**src/rtl/wifi_tx_frame_sequencer_if.sv**
```systemverilog
// rtl/wifi_tx_frame_sequencer_if.sv - control, source streams and DAC-side output of the TX frame sequencer
interface wifi_tx_frame_sequencer_if;
  logic        start;
  logic        abort;

  logic        short_start;
  logic        short_valid;
  logic [11:0] short_re;
  logic [11:0] short_im;
  logic        short_done;

  logic        long_start;
  logic        long_valid;
  logic [11:0] long_re;
  logic [11:0] long_im;
  logic        long_done;

  logic        data_start;
  logic        data_valid;
  logic [11:0] data_re;
  logic [11:0] data_im;
  logic        data_done;

  logic        out_valid;
  logic [11:0] out_re;
  logic [11:0] out_im;
  logic        busy;
  logic        frame_done;
  logic        len_err;
  logic        timeout_err;

  // master: TX control plus the three sample sources; slave: the sequencer
  modport master (
    output start, abort,
    output short_valid, short_re, short_im, short_done,
    output long_valid, long_re, long_im, long_done,
    output data_valid, data_re, data_im, data_done,
    input  short_start, long_start, data_start,
    input  out_valid, out_re, out_im, busy, frame_done, len_err, timeout_err
  );

  modport slave (
    input  start, abort,
    input  short_valid, short_re, short_im, short_done,
    input  long_valid, long_re, long_im, long_done,
    input  data_valid, data_re, data_im, data_done,
    output short_start, long_start, data_start,
    output out_valid, out_re, out_im, busy, frame_done, len_err, timeout_err
  );
endinterface

```
**src/rtl/wifi_tx_frame_sequencer.sv**
```systemverilog
// rtl/wifi_tx_frame_sequencer.sv - sequences short preamble, long preamble and data of one TX PPDU
module wifi_tx_frame_sequencer #(
  parameter int SHORT_LEN  = 160,
  parameter int LONG_LEN   = 161,
  parameter int GAP_CYCLES = 4,
  parameter int TIMEOUT    = 255
) (
  input logic                      clk,
  input logic                      reset,
  wifi_tx_frame_sequencer_if.slave tx
);
  localparam int GW = $clog2(GAP_CYCLES + 2);

  typedef enum logic [2:0] {IDLE, SHORT, LONG, DATA, GAP} state_t;

  state_t        state;
  logic [8:0]    seg_cnt;
  logic [7:0]    stall_cnt;
  logic [GW-1:0] gap_cnt;

  logic          sel_valid;
  logic          sel_done;
  logic [11:0]   sel_re;
  logic [11:0]   sel_im;
  logic [8:0]    cnt_next;

  always_comb begin
    sel_valid = 1'b0;
    sel_done  = 1'b0;
    sel_re    = '0;
    sel_im    = '0;
    case (state)
      SHORT: begin
        sel_valid = tx.short_valid;
        sel_done  = tx.short_done;
        sel_re    = tx.short_re;
        sel_im    = tx.short_im;
      end
      LONG: begin
        sel_valid = tx.long_valid;
        sel_done  = tx.long_done;
        sel_re    = tx.long_re;
        sel_im    = tx.long_im;
      end
      DATA: begin
        sel_valid = tx.data_valid;
        sel_done  = tx.data_done;
        sel_re    = tx.data_re;
        sel_im    = tx.data_im;
      end
      default: ;
    endcase
  end

  // length check includes the sample that arrives together with done
  assign cnt_next = seg_cnt + {8'd0, sel_valid};

  always_ff @(posedge clk or posedge reset) begin
    if (reset) begin
      state          <= IDLE;
      seg_cnt        <= '0;
      stall_cnt      <= '0;
      gap_cnt        <= '0;
      tx.short_start <= 1'b0;
      tx.long_start  <= 1'b0;
      tx.data_start  <= 1'b0;
      tx.out_valid   <= 1'b0;
      tx.out_re      <= '0;
      tx.out_im      <= '0;
      tx.busy        <= 1'b0;
      tx.frame_done  <= 1'b0;
      tx.len_err     <= 1'b0;
      tx.timeout_err <= 1'b0;
    end else begin
      tx.short_start <= 1'b0;
      tx.long_start  <= 1'b0;
      tx.data_start  <= 1'b0;
      tx.frame_done  <= 1'b0;
      case (state)
        IDLE: begin
          tx.out_valid <= 1'b0;
          tx.out_re    <= '0;
          tx.out_im    <= '0;
          if (tx.start && !tx.abort) begin
            state          <= SHORT;
            tx.busy        <= 1'b1;
            tx.short_start <= 1'b1;
            seg_cnt        <= '0;
            stall_cnt      <= '0;
            tx.len_err     <= 1'b0;
            tx.timeout_err <= 1'b0;
          end
        end
        SHORT, LONG, DATA: begin
          if (tx.abort) begin
            state        <= IDLE;
            tx.busy      <= 1'b0;
            tx.out_valid <= 1'b0;
            tx.out_re    <= '0;
            tx.out_im    <= '0;
          end else begin
            tx.out_valid <= sel_valid;
            tx.out_re    <= sel_valid ? sel_re : '0;
            tx.out_im    <= sel_valid ? sel_im : '0;
            if (sel_done) begin
              seg_cnt   <= '0;
              stall_cnt <= '0;
              if (state == SHORT) begin
                if (cnt_next != 9'(SHORT_LEN)) tx.len_err <= 1'b1;
                state         <= LONG;
                tx.long_start <= 1'b1;
              end else if (state == LONG) begin
                if (cnt_next != 9'(LONG_LEN)) tx.len_err <= 1'b1;
                state         <= DATA;
                tx.data_start <= 1'b1;
              end else begin
                state         <= GAP;
                gap_cnt       <= '0;
                tx.frame_done <= 1'b1;
              end
            end else begin
              seg_cnt <= cnt_next;
              if (sel_valid) begin
                stall_cnt <= '0;
              end else if (stall_cnt == 8'(TIMEOUT - 1)) begin
                stall_cnt      <= '0;
                tx.timeout_err <= 1'b1;
                state          <= GAP;
                gap_cnt        <= '0;
              end else begin
                stall_cnt <= stall_cnt + 8'd1;
              end
            end
          end
        end
        GAP: begin
          tx.out_valid <= 1'b0;
          tx.out_re    <= '0;
          tx.out_im    <= '0;
          // GAP lasts GAP_CYCLES+1 cycles so a zero gap still takes one pass
          if (tx.abort || gap_cnt == GW'(GAP_CYCLES)) begin
            state   <= IDLE;
            tx.busy <= 1'b0;
          end else begin
            gap_cnt <= gap_cnt + GW'(1);
          end
        end
        default: begin
          state   <= IDLE;
          tx.busy <= 1'b0;
        end
      endcase
    end
  end
endmodule

```
**src/flat_wrapper.sv**
```systemverilog
// flat-port wrapper written by rule: the top's interface ports become plain ports
module wifi_tx_frame_sequencer_flat 
#(
  parameter int SHORT_LEN  = 160,
  parameter int LONG_LEN   = 161,
  parameter int GAP_CYCLES = 4,
  parameter int TIMEOUT    = 255
)
  (clk, reset, tx_start, tx_abort, tx_short_valid, tx_short_re, tx_short_im, tx_short_done, tx_long_valid, tx_long_re, tx_long_im, tx_long_done, tx_data_valid, tx_data_re, tx_data_im, tx_data_done, tx_short_start, tx_long_start, tx_data_start, tx_out_valid, tx_out_re, tx_out_im, tx_busy, tx_frame_done, tx_len_err, tx_timeout_err);
  wifi_tx_frame_sequencer_if tx_i ();
  input logic clk;
  input logic reset;
  input wire logic [$bits(tx_i.start)-1:0] tx_start;
  input wire logic [$bits(tx_i.abort)-1:0] tx_abort;
  input wire logic [$bits(tx_i.short_valid)-1:0] tx_short_valid;
  input wire logic [$bits(tx_i.short_re)-1:0] tx_short_re;
  input wire logic [$bits(tx_i.short_im)-1:0] tx_short_im;
  input wire logic [$bits(tx_i.short_done)-1:0] tx_short_done;
  input wire logic [$bits(tx_i.long_valid)-1:0] tx_long_valid;
  input wire logic [$bits(tx_i.long_re)-1:0] tx_long_re;
  input wire logic [$bits(tx_i.long_im)-1:0] tx_long_im;
  input wire logic [$bits(tx_i.long_done)-1:0] tx_long_done;
  input wire logic [$bits(tx_i.data_valid)-1:0] tx_data_valid;
  input wire logic [$bits(tx_i.data_re)-1:0] tx_data_re;
  input wire logic [$bits(tx_i.data_im)-1:0] tx_data_im;
  input wire logic [$bits(tx_i.data_done)-1:0] tx_data_done;
  output wire logic [$bits(tx_i.short_start)-1:0] tx_short_start;
  output wire logic [$bits(tx_i.long_start)-1:0] tx_long_start;
  output wire logic [$bits(tx_i.data_start)-1:0] tx_data_start;
  output wire logic [$bits(tx_i.out_valid)-1:0] tx_out_valid;
  output wire logic [$bits(tx_i.out_re)-1:0] tx_out_re;
  output wire logic [$bits(tx_i.out_im)-1:0] tx_out_im;
  output wire logic [$bits(tx_i.busy)-1:0] tx_busy;
  output wire logic [$bits(tx_i.frame_done)-1:0] tx_frame_done;
  output wire logic [$bits(tx_i.len_err)-1:0] tx_len_err;
  output wire logic [$bits(tx_i.timeout_err)-1:0] tx_timeout_err;
  assign tx_i.start = tx_start;
  assign tx_i.abort = tx_abort;
  assign tx_i.short_valid = tx_short_valid;
  assign tx_i.short_re = tx_short_re;
  assign tx_i.short_im = tx_short_im;
  assign tx_i.short_done = tx_short_done;
  assign tx_i.long_valid = tx_long_valid;
  assign tx_i.long_re = tx_long_re;
  assign tx_i.long_im = tx_long_im;
  assign tx_i.long_done = tx_long_done;
  assign tx_i.data_valid = tx_data_valid;
  assign tx_i.data_re = tx_data_re;
  assign tx_i.data_im = tx_data_im;
  assign tx_i.data_done = tx_data_done;
  assign tx_short_start = tx_i.short_start;
  assign tx_long_start = tx_i.long_start;
  assign tx_data_start = tx_i.data_start;
  assign tx_out_valid = tx_i.out_valid;
  assign tx_out_re = tx_i.out_re;
  assign tx_out_im = tx_i.out_im;
  assign tx_busy = tx_i.busy;
  assign tx_frame_done = tx_i.frame_done;
  assign tx_len_err = tx_i.len_err;
  assign tx_timeout_err = tx_i.timeout_err;
  wifi_tx_frame_sequencer #(.SHORT_LEN(SHORT_LEN), .LONG_LEN(LONG_LEN), .GAP_CYCLES(GAP_CYCLES), .TIMEOUT(TIMEOUT)) u_core (.clk(clk), .reset(reset), .tx(tx_i));
endmodule
```
**config.mk**
```make
export PLATFORM = sky130hd
export DESIGN_NAME = wifi_tx_frame_sequencer_flat
export DESIGN_NICKNAME = d
export VERILOG_FILES = /design/src/rtl/wifi_tx_frame_sequencer_if.sv /design/src/rtl/wifi_tx_frame_sequencer.sv /design/src/flat_wrapper.sv
export SDC_FILE = /design/constraint.sdc
export NUM_CORES = 1
export LEC_CHECK = 0
export CORE_UTILIZATION = 45
export DETAILED_ROUTE_END_ITERATION = 6
export PLACE_DENSITY = 0.81
export SLEW_MARGIN = 20
export SYNTH_ARGS = -nofsm -noshare
export SYNTH_HDL_FRONTEND = slang
export SYNTH_SLANG_ARGS = --single-unit
```
**constraint.sdc**
```tcl
create_clock -name clk -period 5.9 [get_ports clk]
set_input_delay 1.475 -clock clk [delete_from_list [all_inputs] [get_ports clk]]
set_output_delay 1.475 -clock clk [all_outputs]
set_load 0.01 [all_outputs]
```
== After elaboration in Yosys (flattened, before gate mapping) ==
Cells that the tools add are included.

* Flip-flop bits (word level): 55
* Input bits: 82
* Output and inout bits: 32

* Add/sub/neg operators: 3
* Equal/unequal tests: 26
* Muxes and demuxes: 72
* Reduce and logical (&&, ||, !) cells: 15

{| class="wikitable"
|+ Operator list
! kind !! number
|-
| one-hot mux 12 bit (3 select lines) || 2
|-
| 2-to-1 mux 12 bit || 4
|-
| one-hot mux 12 bit (2 select lines) || 2
|-
| 2-to-1 mux 3 bit || 15
|-
| 2-to-1 mux 8 bit || 5
|-
| 2-to-1 mux 1 bit || 31
|-
| 2-to-1 mux 9 bit || 3
|-
| inequality test 9 x 8 -> 1 bit (second input constant) || 2
|-
| one-hot mux 9 bit (2 select lines) || 1
|-
| one-hot mux 8 bit (2 select lines) || 1
|-
| AND reduction 7 bit || 2
|-
| inequality test 3 bit (second input constant) || 4
|-
| inequality test 2 bit (second input constant) || 5
|-
| adder 9 x 1 -> 9 bit || 1
|-
| inequality test 3 x 1 -> 1 bit (second input constant) || 3
|-
| one-hot mux 1 bit (3 select lines) || 3
|-
| one-hot mux 3 bit (3 select lines) || 1
|-
| adder 8 x 1 -> 8 bit (second input constant) || 1
|-
| equality test 8 bit (second input constant) || 1
|-
| inequality test 2 x 1 -> 1 bit (second input constant) || 4
|-
| equality test 3 x 2 -> 1 bit (second input constant) || 2
|-
| equality test 3 bit (second input constant) || 2
|-
| one-hot mux 1 bit (2 select lines) || 3
|-
| one-hot mux 3 bit (2 select lines) || 1
|-
| other kinds (14) || 17
|}

== Logic depth before layout (Yosys ltp) ==
* Depth after elaboration: 10
* Depth in mapped cells: 13

== Least setup slack after synthesis ==
OpenSTA, ideal clock, no wires.

* Path type: input port to flip-flop
* From: input port tx_short_valid
* To: register u_core.tx.len_err
* Library setup time: 0.145 ns
* Data arrival time: 3.416 ns
* Data required time: 5.755 ns
* Setup slack: 2.338 ns
* Cell stages on the path: 11
* Buffers on the path: 1
* Cell sequence: mux2_4 -> a22oi_1 -> nor2_1 -> ha_1 -> ha_1 -> clkbuf_1 -> nand2_1 -> a21oi_1 -> or3b_2 -> o311ai_0 -> a311oi_1

* Longest elaborated chain between the ends: 5

{| class="wikitable"
|+ RTL lines
! item !! RTL line !! text
|-
| start, declared || flat_wrapper.sv:15 || <nowiki>input wire logic [$bits(tx_i.short_valid)-1:0] tx_short_valid;</nowiki>
|-
| one-hot mux 1 bit (3 select lines) (*) || wifi_tx_frame_sequencer.sv:32 || <nowiki>case (state)</nowiki>
|-
| adder 9 x 1 -> 9 bit (*) || wifi_tx_frame_sequencer.sv:56 || <nowiki>assign cnt_next = seg_cnt + {8'd0, sel_valid};</nowiki>
|-
| inequality test 9 x 8 -> 1 bit (on tied branches) || wifi_tx_frame_sequencer.sv:109, wifi_tx_frame_sequencer.sv:113 ||
|-
| inequality test 3 bit (no line) / inequality test 3 x 1 -> 1 bit (equally long branches) || - ||
|-
| AND reduction 7 bit (no line) (*) || - ||
|-
| end signal, assigned || wifi_tx_frame_sequencer.sv:72 || <nowiki>tx.len_err <= 1'b0;</nowiki>
|-
| end signal, assigned || wifi_tx_frame_sequencer.sv:109 || <nowiki>if (cnt_next != 9'(SHORT_LEN)) tx.len_err <= 1'b1;</nowiki>
|-
| end signal, assigned || wifi_tx_frame_sequencer.sv:113 || <nowiki>if (cnt_next != 9'(LONG_LEN)) tx.len_err <= 1'b1;</nowiki>
|-
| end, declared || wifi_tx_frame_sequencer_if.sv:48 || <nowiki>output out_valid, out_re, out_im, busy, frame_done, len_err, timeout_err</nowiki>
|}

Every way passes the cells marked *; elsewhere a longest branch is shown, timed or not.
A chain may end at the register's enable or synchronous reset.

== Final worst setup path ==
Ends and elaborated chain as after synthesis.

==> impl_metrics.tcl <==
set metrics [dict create \
    grt_overflow_total 0 \
    grt_pass1_wl_um 13680 \
    drt_iter0_drc 232 \
    synth.most_common_cell "dfrtp_1" \
    fp.coreArea_um2 6794 \
    maxCapViolations 0 \
    hold_depth 2 \
    cp_data_arrival_time_ps 3960 \
    gp_congestion 0.9217 \
    setup_tns_ps 0 \
    firstDrtPassIters 7 \
    post_cts_buffers 0 \
    ys.flop_type "dfrtp_1" \
    cts_hold_buf 0 \
    area_growth_pct 40.96 \
    nets 529 \
    cts_htree_levels 2 \
    min_from "u_core.tx.out_re[1]$_DFFE_PP0P_" \
    r2r-end "u_core.tx.len_err$_DFFE_PP0P_" \
    cts_tree "built" \
    rsz0062_at_grt "no" \
    stdcell_area_um2 4439 \
    ctsResizeCount 0 \
    detail_route.wl_per_cell_um 15.97 \
    reg2reg_from "u_core.state[1]$_DFFE_PP0P_" \
    dp_hpwl_um 6276 \
    wl_um 8576 \
    clock_latency_ps 310 \
    setup_viol 0 \
    holdPathEnd "u_core.tx.out_re[1]$_DFFE_PP0P_" \
    yosys_warnings 0 \
    end_kind "flip-flop" \
    finalCriticalPeriod_ps 3777 \
    slew_headroom 0.4613 \
    clk_pin_slew_ps 100 \
    ys_seq_area_frac 0.4370 \
    synth_seq_cells 55 \
    synth_edf_count 0 \
    synth_area_um2 3149 \
    die_w_um 85.66 \
    maxSlewViolCount 0 \
    skew_ps 9.264 \
    initial_core_util 0.4635 \
    reg2reg_depth 11 \
    ys_types 49 \
    cts.sinks 55 \
    max-vdd-ir-drop_uv 127.2 \
    viasPerCell 5.492 \
    yosysTopAreaCell "dfrtp_1" \
    io_buffers 113 \
    max_freq_mhz 264.8 \
    synth.avg_cell_area_um2 9.317 \
    syn_inst 338 \
    clockBufferDepth 2 \
    cp-start-kind "input pin" \
    via_count 2949 \
    cp_max_fo 7 \
    grt_max_degree 56 \
    syn_nets 427 \
    synth_area_leaders "dfrtp_1, mux2_2, o21ai_0, a22oi_1, nand2_1" \
    synth_common_cells "dfrtp_1, nand2_1, o21ai_0, a22oi_1, mux2_2" \
    tightestPinTransition_ps 805.9 \
    synth_top_area_share 0.4370 \
    worstHoldPathType "flip-flop to flip-flop" \
    drive_above_1_share 0.1134 \
    drc 2 \
    io_pins 114 \
    ctsRootBufferMaster "clkbuf_8" \
    holdWs_ps 483.2 \
    path_class "input pin to flip-flop" \
    n_antenna_cell 0 \
    period_share 0.6401 \
    p_leak_nw 1.747 \
    required_ps 6080 \
    place_area_um2 4354 \
    async_flop_share 1.000 \
    grt_pass1_vias 2824 \
    num_rows 30 \
    ant_nets 0 \
    power.density_nw_per_um2 183.9 \
    r2r_slack_ps 2830 \
    outcome "finished, violations left" \
    grt_antenna_before_repair 0 \
    numCtsBuffers 5 \
    final_hold_viol_count 0 \
    violations "DRC" \
    track_usage 0.2356 \
    dieArea_um2 7337 \
    dieHeight_um 85.66 \
]
==> sequential cells by signal (all words and copies together) (netlist names) <==
register               flops
u_core.seg_cnt             9
u_core.tx.frame_done       1
u_core.tx.long_start       1
u_core.stall_cnt           8
u_core.tx.timeout_err      1
u_core.gap_cnt             3
u_core.tx.busy             1
u_core.tx.out_im          12
u_core.tx.out_valid        1
u_core.tx.len_err          1
u_core.state               3
u_core.tx.out_re          12
u_core.tx.data_start       1
u_core.tx.short_start      1
==> how the worst max path moves through the flow <==
stage,startpoint,end,slack (ps)
6_report,tx_short_valid,u_core.tx.len_err$_DFFE_PP0P_,2120
5_1_grt,tx_short_valid,u_core.tx.len_err$_DFFE_PP0P_,1990
4_1_cts,tx_short_valid,u_core.tx.len_err$_DFFE_PP0P_,2140
3_5_place_dp,tx_short_valid,u_core.tx.len_err$_DFFE_PP0P_,1810
3_3_place_gp,tx_short_valid,u_core.tx.len_err$_DFFE_PP0P_,1920
2_1_floorplan,tx_short_valid,u_core.tx.len_err$_DFFE_PP0P_,2340
==> routing by layer <==
layer / global-route usage / part of all wire / vias up
li1: - / - / 1426
met1: 0.2979 / 0.42 / 1414
met2: 0.4095 / 0.51 / 90
met3: 0.04427 / 0.046 / 19
met4: 0.07424 / 0.024 / 0
met5: 0 / 0 / -
==> metrics by stage <==
| step | utilization | setup WS (ps) | power, W | instances |
|---|---|---|---|---|
| detailed placement | 0.6409 | 1807 | 0.0006196 | 529 |
| global route | 0.6534 | 1990 | 0.0008591 | 537 |
| CTS | 0.6534 | 2137 | 0.0008210 | 537 |
| global placement | 0.6401 | 1921 | 0.0006120 | 529 |
| floorplan | - | 2338 | 0.0005220 | 338 |
| finish | 0.6534 | 2123 | 0.0008166 | 537 |
==> worst max-delay path: stages <==
cell and delay [ps]:
clkdlybuf4s50_1 400, mux2_4 280, a22oi_1 250, nor2_1 130, ha_1 230, ha_1 300, nand2_1 150, a21oi_1 70
or3b_2 450, o311ai_0 100, a311oi_1 130
==> layout by cell type, fill, tap and decap left out, types with 4 or more instances in the layout <==
cell type / n
clkdlybuf4s50_1: 113
dfrtp_1: 55
nand2_1: 47
o21ai_0: 40
a22oi_1: 26
mux2_2: 24
nor2_1: 20
inv_1: 10
nand3_1: 9
a21oi_1: 9
ha_1: 7
buf_4: 6
nand2b_1: 5
nor3_1: 5
o31ai_1: 5
clkbuf_8: 5
nor3b_1: 4
==> cell families after synthesis <==
family,Yosys count,synth area share
and+or+nand+nor,110,0.1720
DFF,55,0.4370
adders and majority gates,7,0.02781
AOI/OAI and AO/OA,101,0.2134
xor gates and xnor gates,3,0.008345
buffers and inverters,35,0.04450
muxes,27,0.09694
==> power breakdown <==
part / internal (W) / switching, W / leakage (nW)
Sequential: 0.000394 / 0.0000172 / 0.759
Combinational: 0.000110 / 0.0000915 / 0.946
Clock: 0.0000833 / 0.000121 / 0.0412
Total: 0.000587 / 0.000230 / 1.75
==> cell type report <==
type | count | area [µm²]
multi-input cells | 248 | 1640
fillers | 558 | 2355
repair buffers | 119 | 1176
flip-flops and latches | 55 | 1376
clock inverters | 2 | 12.51
inverters | 11 | 41.29
clock buffers | 6 | 72.57
well taps | 96 | 120.1
Power figures use the tool's default switching activity.
==> RTL change (same flow settings) <==
Make the reset (`reset`) synchronous in one clocked block.
--- a/src/rtl/wifi_tx_frame_sequencer.sv
+++ b/src/rtl/wifi_tx_frame_sequencer.sv
@@ -56,5 +56,5 @@
   assign cnt_next = seg_cnt + {8'd0, sel_valid};
 
-  always_ff @(posedge clk or posedge reset) begin
+  always_ff @(posedge clk) begin
     if (reset) begin
       state          <= IDLE;
Check against the original RTL: differs if reset is asserted again (counterexample within 4 cycles, from zero or initial values and one cycle with reset high); with reset held inactive, the same outputs for 10 cycles.
==> RTL change against the original RTL <==
- the run still ends with DRC left
- cell area fell by 2.5%
- power increased by 20%
- setup slack lost 0.20 ns
- utilization rose by 1.3 points
- routed wire length down 3.0%
- sequential power fell by 2%
- area after synthesis is 2.1% lower
- sequential cell count stayed put
- sequential share of layout area decreased by 5.6 points
- global-route usage decreased by 0.73 points
- critical endpoint is now u_core.tx.len_err$_SDFFE_PP0P_
==> RTL change: results (changes against the original RTL) <==
Final Wtd Congestion=0.870 (-5.6%); Least-Margin Pin Slew=1.01 ns (+0.208 ns); drt wl/cell=15.1 um (-5.3%); DP Wirelength=6.19 mm (-1.4%); area of the multi-input gates=1830 sq um (+12%); worst-path maximum fanout=18 (+11); hold path start=u_core.tx.timeout_err$_SDFFE_PP0P_; Clock Latency Late Sink=0.31 ns (about the same); leakage=1.48 nW (-16%); cell with the most instances after synthesis=dfxtp_1; Seq group=0.401 mW (-2%); fill count=549 (-1.6%); vias per inst=5.68 (+3.4%); reg2reg setup slack=2.79 ns (-0.04 ns); area share of fa/ha/maj cells after synthesis=2.84% (+0.060 points); syn nets=462 (+8.2%); sequential share of cell area=25.4% (-5.6 points); largest net degree at the start of global routing=33 (-41%); inverters=7 (-4); Worst Setup SP=tx_long_valid; worst path arrival time=4.18 ns (+0.22 ns); Reg2Reg Launch Point=u_core.state[0]$_SDFFE_PP0P_; sequential cells=55 (unchanged); ClkCell Share=2.28% (+0.37 points); layout cell share with drive strength beyond 1=5.92% (-5.4 points); post-synthesis cell type count=51 (+4.1%); skew final=0.00759 ns (-0.00168 ns); Async SR Flop Fraction=0% (-100 points); Synth top cells by count=dfxtp_1 (55), nor2_1 (42), nand2_1 (41); NumNets Final=561 (+6.0%); comb_multi_in=284 (+15%); first-pass GRT wire length=13.1 mm (-4.1%); vias in the first global route=2876 (+1.8%); failing checks=DRC; switching share of total power=34.0% (+5.9 points); status=complete, but fails checks; Comb. pwr=0.356 mW (+77%); crit-path max cell delay=0.60 ns (+0.15 ns); post-synthesis compound-gate area fraction=21.6% (+0.30 points); first-iteration detailed-routing DRC count=250 (+7.8%); gr usage total=22.8% (-0.73 points); hold endpoint=u_core.tx.timeout_err$_SDFFE_PP0P_; Top Family by Delay on Critical Path=compound AO/OA/AOI/OAI gates; Clk. pwr=0.220 mW (+8%); Slowest-stage cell, CP=nor2_2; CP endpoint=u_core.tx.len_err$_SDFFE_PP0P_; multiplexer area fraction after synthesis=10.4% (+0.74 points); R2R cell count=10 (-1); xor/xnor share of the synthesized area=3.13% (+2.3 points); Non-clock buffer share=27.2% (+0.67 points); DRC=1 (-1)
[RTL change: cell types whose count changed in the layout (fill, tap and decap cells not counted), moves of 7 or more]
cell and change:
dfxtp_1 +55, a311oi_1 +7, mux2i_1 +26, nor2_1 +21, o21ai_0 -9, dfrtp_1 -55
mux2_2 -23, a21oi_1 +9
[RTL change: layer usage]
metal,part of all wire (%),GRT usage (%),wire (um)
met5,0,0,0
met4,1.1,6.93,95
met3,8.6,7.67,717
met2,50,39.8,4120
met1,41,26.5,3380
[RTL change: through the flow]
| stage | area (sq um) | std cells | setup WS (ns) |
|---|---|---|---|
| 6_report | 4330 | 550 | 1.93 |
| 5_1_grt | 4330 | 550 | 1.78 |
| 2_1_floorplan | 3080 | 373 | 2.36 |
| 4_1_cts | 4330 | 550 | 1.91 |
| 3_3_place_gp | 4230 | 542 | 1.71 |
| 3_5_place_dp | 4230 | 542 | 1.63 |
